### config.mk
export PLATFORM = sky130hd
export DESIGN_NAME = router_port_tx
export DESIGN_NICKNAME = d
export VERILOG_FILES = /design/src/rtl/router_port_tx.sv
export SDC_FILE = /design/constraint.sdc
export NUM_CORES = 1
export LEC_CHECK = 0
export CAP_MARGIN = 20
export CORE_UTILIZATION = 56
export CTS_CLUSTER_DIAMETER = 200
export CTS_CLUSTER_SIZE = 10
export DETAILED_ROUTE_END_ITERATION = 7
export DONT_BUFFER_PORTS = 1
export GPL_ROUTABILITY_DRIVEN = 1
export GPL_TIMING_DRIVEN = 1
export PLACE_DENSITY = 0.81
export SLEW_MARGIN = 25
export SYNTH_ARGS = -nofsm -noshare
export SYNTH_HDL_FRONTEND = slang
export SYNTH_SLANG_ARGS = --single-unit
### constraint.sdc
create_clock -name clock -period 2.25 [get_ports clock]
set_clock_uncertainty 0.05 [all_clocks]
set_input_delay 0.3375 -clock clock [delete_from_list [all_inputs] [get_ports clock]]
set_output_delay 0.3375 -clock clock [all_outputs]
set_load 0.01 [all_outputs]
### src/rtl/router_port_tx.sv
// Serial source driver for one router input port: address, padding, then LSB-first payload.
// Optional ROUTER_TX_PARITY_EN appends an even-parity bit after every payload word.
module router_port_tx #(
  parameter int unsigned PAD_CYCLES = 1,
  parameter int unsigned DATA_W     = 8
) (
  input  logic              clock,
  input  logic              reset_n,
  input  logic              s_valid,
  output logic              s_ready,
  input  logic [DATA_W-1:0] s_data,
  input  logic [3:0]        s_addr,
  input  logic              s_last,
  output logic              din_o,
  output logic              frame_n_o,
  output logic              valid_n_o,
  output logic              busy
);

  localparam int unsigned CNT_W = $clog2(DATA_W) + 1;
`ifdef ROUTER_TX_PARITY_EN
  localparam bit PARITY_EN = 1'b1;
`else
  localparam bit PARITY_EN = 1'b0;
`endif

  typedef enum logic [2:0] {
    ST_IDLE, ST_ADDR, ST_PAD, ST_DATA, ST_PAR, ST_STALL, ST_GAP
  } state_e;

  state_e            state_q, state_d;
  logic [CNT_W-1:0]  cnt_q, cnt_d;
  logic [3:0]        pad_q, pad_d;
  logic [DATA_W-1:0] word_q, word_d;
  logic [3:0]        addr_q, addr_d;
  logic              last_q, last_d;

  logic din_q, frame_n_q, valid_n_q, s_ready_q, busy_q;
  logic din_d, frame_n_d, valid_n_d, s_ready_d, busy_d;

  logic xfer, last_bit, word_done;
  logic [3:0]        addr_sh;
  logic [DATA_W-1:0] word_sh;

  assign xfer      = s_valid && s_ready_q;
  assign last_bit  = (cnt_q == CNT_W'(DATA_W - 1));
  assign word_done = (state_q == ST_DATA && last_bit && !PARITY_EN) || (state_q == ST_PAR);

  // State, counters, captured word and registered outputs
  always_ff @(posedge clock or negedge reset_n) begin
    if (!reset_n) begin
      state_q   <= ST_IDLE;
      cnt_q     <= '0;
      pad_q     <= '0;
      word_q    <= '0;
      addr_q    <= '0;
      last_q    <= 1'b0;
      din_q     <= 1'b0;
      frame_n_q <= 1'b1;
      valid_n_q <= 1'b1;
      s_ready_q <= 1'b0;
      busy_q    <= 1'b0;
    end else begin
      state_q   <= state_d;
      cnt_q     <= cnt_d;
      pad_q     <= pad_d;
      word_q    <= word_d;
      addr_q    <= addr_d;
      last_q    <= last_d;
      din_q     <= din_d;
      frame_n_q <= frame_n_d;
      valid_n_q <= valid_n_d;
      s_ready_q <= s_ready_d;
      busy_q    <= busy_d;
    end
  end

  // Next-state and counter logic
  always_comb begin
    state_d = state_q;
    cnt_d   = cnt_q;
    pad_d   = pad_q;
    word_d  = word_q;
    addr_d  = addr_q;
    last_d  = last_q;
    case (state_q)
      ST_IDLE: begin
        if (xfer) begin
          state_d = ST_ADDR;
          cnt_d   = '0;
          word_d  = s_data;
          addr_d  = s_addr;
          last_d  = s_last;
        end
      end
      ST_ADDR: begin
        if (cnt_q == CNT_W'(3)) begin
          cnt_d   = '0;
          pad_d   = '0;
          state_d = (PAD_CYCLES > 0) ? ST_PAD : ST_DATA;
        end else begin
          cnt_d = cnt_q + CNT_W'(1);
        end
      end
      ST_PAD: begin
        if (pad_q == 4'(PAD_CYCLES - 1)) begin
          state_d = ST_DATA;
          cnt_d   = '0;
        end else begin
          pad_d = pad_q + 4'd1;
        end
      end
      ST_DATA: begin
        if (!last_bit) begin
          cnt_d = cnt_q + CNT_W'(1);
        end else if (PARITY_EN) begin
          state_d = ST_PAR;
          cnt_d   = '0;
        end
      end
      ST_STALL: begin
        if (xfer) begin
          state_d = ST_DATA;
          cnt_d   = '0;
          word_d  = s_data;
          last_d  = s_last;
        end
      end
      ST_GAP:  state_d = ST_IDLE;
      default: state_d = ST_IDLE;
    endcase
    // End of a word: close the frame, chain the next word, or wait for it
    if (word_done) begin
      cnt_d = '0;
      if (last_q) begin
        state_d = ST_GAP;
      end else if (xfer) begin
        state_d = ST_DATA;
        word_d  = s_data;
        last_d  = s_last;
      end else begin
        state_d = ST_STALL;
      end
    end
  end

  // Output values for the upcoming cycle, decoded from the next state
  always_comb begin
    din_d     = 1'b0;
    frame_n_d = 1'b0;
    valid_n_d = 1'b1;
    s_ready_d = 1'b0;
    busy_d    = (state_d != ST_IDLE);
    addr_sh   = addr_d << cnt_d[1:0];
    word_sh   = word_d >> cnt_d;
    case (state_d)
      ST_IDLE: begin
        frame_n_d = 1'b1;
        s_ready_d = 1'b1;
      end
      ST_ADDR: din_d = addr_sh[3];
      ST_PAD:  din_d = 1'b1;
      ST_DATA: begin
        din_d     = word_sh[0];
        valid_n_d = 1'b0;
        s_ready_d = (cnt_d == CNT_W'(DATA_W - 1)) && !last_d && !PARITY_EN;
      end
      ST_PAR: begin
        din_d     = ^word_d;
        valid_n_d = 1'b0;
        s_ready_d = !last_d;
      end
      ST_STALL: s_ready_d = 1'b1;
      ST_GAP:   frame_n_d = 1'b1;
      default:  frame_n_d = 1'b1;
    endcase
  end

  assign din_o     = din_q;
  assign frame_n_o = frame_n_q;
  assign valid_n_o = valid_n_q;
  assign s_ready   = s_ready_q;
  assign busy      = busy_q;

endmodule

==> results_dict.tcl <==
set metrics [dict create \
    maxCapViolations 0 \
    outcome "finished with violations" \
    dieHeight_um 57.3 \
    worstPathArrival_ns 2.74 \
    netlist_area_mm2 0.00171 \
    synth_top_area_share_pct 39.5 \
    start_util_pct 60.5 \
    p_leak_nw 1.06 \
    multi_input_area_mm2 0.00104 \
    violations "negative setup slack" \
    synth.distinct_cells 59 \
    setup_viol 2 \
    route.final.wire_length_um 5780 \
    gp_congestion 0.868 \
    hold_path_depth 1 \
    dp_hpwl_um 3030 \
    crit_fanout 3 \
    die_w_um 57.3 \
    peakVddDrop_v 0.00118 \
    drt_iter0_drc 152 \
    clk_pin_slew_ns 0.11 \
    reg2reg_to "din_o" \
    drtAntennaViolNets 0 \
    io_pins 21 \
    drc 0 \
    antenna_cells 0 \
    synth_seq_cells 29 \
    overflow 0 \
    synth_edf_count 0 \
    clock.fmax_mhz 400 \
    antenna_found_initial 0 \
    fin_crit_ns 2.50 \
    cts_buffers 5 \
    crit_slowest_cell "or3_4" \
    hold_violations 0 \
    ys_seq_area_share_pct 42.5 \
    synth_area_leaders "dfrtp_1, mux2_2, dfstp_2, mux2i_1, nor2_1" \
    synthArstFlopShare_pct 100 \
    worst_ep_required_time_ns 2.50 \
    ff_latch_area_um2 732 \
    endpoint_kind "register" \
    synthFlopType "dfrtp_1" \
    grt_pass1_wl_um 8000 \
    rows 19 \
    worstMarginPinSlew_ns 0.663 \
    min_from "s_data[7]" \
    post-synth-top-count-cell "dfrtp_1" \
    slew_viol_final 0 \
    dp_cells 212 \
    vias 1658 \
    finalCritPeriodShare_pct 111 \
    instances_no_fill 237 \
    yosysTopAreaCell "dfrtp_1" \
    syn_inst 157 \
    rsz0062_at_grt "true" \
    cts_num_sinks 29 \
    port_buffers 0 \
    hold_class "input port to register" \
    grt_max_degree 30 \
    n_fill_cell 138 \
    dr.pass1.iters 7 \
    syn_avg_cell_area_um2 10.9 \
    cts_tree "built" \
    crit_chain "inv_1, ha_1, nor3b_4, a211oi_1, o22a_4, or3_4, buf_4, nor3_1, a211o_1" \
    die_area_mm2 0.00328 \
    hold_end "word_q[7]" \
    clk_latency_ns 0.35 \
    worstSetupPathType "register to register" \
    p_per_area_mw_per_mm2 1630 \
    yosysWarnings 0 \
    final_nets 224 \
    r2r_start "pad_q[1]" \
    area_delta_synth_final_pct 33.7 \
    slowest_delay_ns 0.41 \
    grt_pass1_vias 1617 \
    power.total_w 0.00374 \
    coreArea_mm2 0.00283 \
    syn_nets 176 \
    relSlewSlack_pct 55.4 \
    ctsHtreeMaxLevel 2 \
    setup_slack_ns -0.248 \
    reg2reg_depth 9 \
    track_usage_pct 33.3 \
    clockRootBuffer "clkbuf_4" \
    vias_per_cell 7.00 \
    reg2reg_slack_ns -0.25 \
    synth_commonest_cells "dfrtp_1, mux2_2, nor2_1" \
    clock_path_buffers 2 \
    wire_per_inst_um 24.4 \
    drive_above_1_share_pct 49.0 \
    startpoint_type "register" \
]
-- worst max-delay path, delay by kind of cell (launching register included) --
kind / cells / cell delay (ns)
and+or+nand+nor: 3 / 0.96
AOI/OAI and AO/OA: 3 / 0.62
DFF: 1 / 0.39
buffers and inverters: 2 / 0.25
adders and majority gates: 1 / 0.19
-- registers in the layout (all words and copies together) (netlist names) --
name / flops
addr_q: 4
busy: 1
cnt_q: 4
din_o: 1
frame_n_o: 1
last_q: 1
pad_q: 4
s_ready: 1
state_q: 3
valid_n_o: 1
word_q: 8
-- cell usage in the layout, fill, tap and decap left out, drive strengths merged, types with 6 or more instances in the layout --
cell    count
inv        10
o21ai       9
nor2       11
buf        44
a21oi       6
mux2       12
dfrtp      27
clkbuf      7
nand2       6
-- how the worst max path moves through the flow --
stage          slack, ns  depth (start not counted)        from     to
5_1_grt            -0.27                          9    pad_q[0]  din_o
3_3_place_gp       -0.06                          9    cnt_q[1]  din_o
3_5_place_dp       -0.14                          9    cnt_q[1]  din_o
6_report           -0.25                          9    pad_q[1]  din_o
2_1_floorplan      0.005                          8    cnt_q[0]  din_o
4_1_cts            -0.01                          7  state_q[2]  din_o
-- repair_timing --
action                     in CTS  in global routing
hold endpoints to repair       29                  0
setup endpoints to repair       1                  5
hold buffers                    2                  0
gates cloned                    0                  0
setup buffers                   9                  6
pin swaps                      11                  7
resized for setup              16                 16
-- power breakdown --
group | internal [W] | leakage (nW) | total, W | switching (W)
Sequential | 0.000742 | 0.361 | 0.000929 | 0.000187
Combinational | 0.00121 | 0.658 | 0.00243 | 0.00123
Clock | 0.000181 | 0.0413 | 0.000376 | 0.000195
Total | 0.00213 | 1.06 | 0.00374 | 0.00161
-- per-stage QoR --
step | area (um^2) | setup slack (ns) | hold WS (ns) | setup TNS [ns] | util (%)
2_1_floorplan | 1710 | 0.00502 | -0.00809 | 0 | -
3_5_place_dp | 1920 | -0.143 | -0.00755 | -0.143 | 68.0
3_3_place_gp | 1920 | -0.0555 | -0.00746 | -0.0555 | 68.0
6_report | 2290 | -0.248 | 0.102 | -0.302 | 80.9
5_1_grt | 2290 | -0.269 | 0.0975 | -0.597 | 80.9
4_1_cts | 2190 | -0.0132 | 0.110 | -0.0132 | 77.3
-- layer usage --
metal	up-vias	share of wire (%)	track usage, %
li1	680	-	-
met4	0	4.8	16.7
met2	152	46	53.8
met1	783	38	43.4
met5	-	0	0
met3	43	11	5.67
-- cell families (layout without fill, tap and decap cells) --
group	after synthesis	count (layout)	share of synthesized area [%]
mux	17	17	10.8
buf+inv	14	63	4.53
fa+ha+maj	3	3	2.19
xor+xnor	3	3	1.54
compound gates	39	39	19.2
flops	29	29	42.5
simple gates	52	52	19.2
-- layout make-up --
class	instances	area share (%)
Clock buffer	7	2.84
Timing Repair Buffer	45	16.3
Clock inverter	1	0.219
Tap cell	31	1.69
Multi-Input combinational cell	114	45.3
Inverter	10	1.64
Sequential cell	29	32.0
No activity file was read; power rests on OpenSTA's default activity.
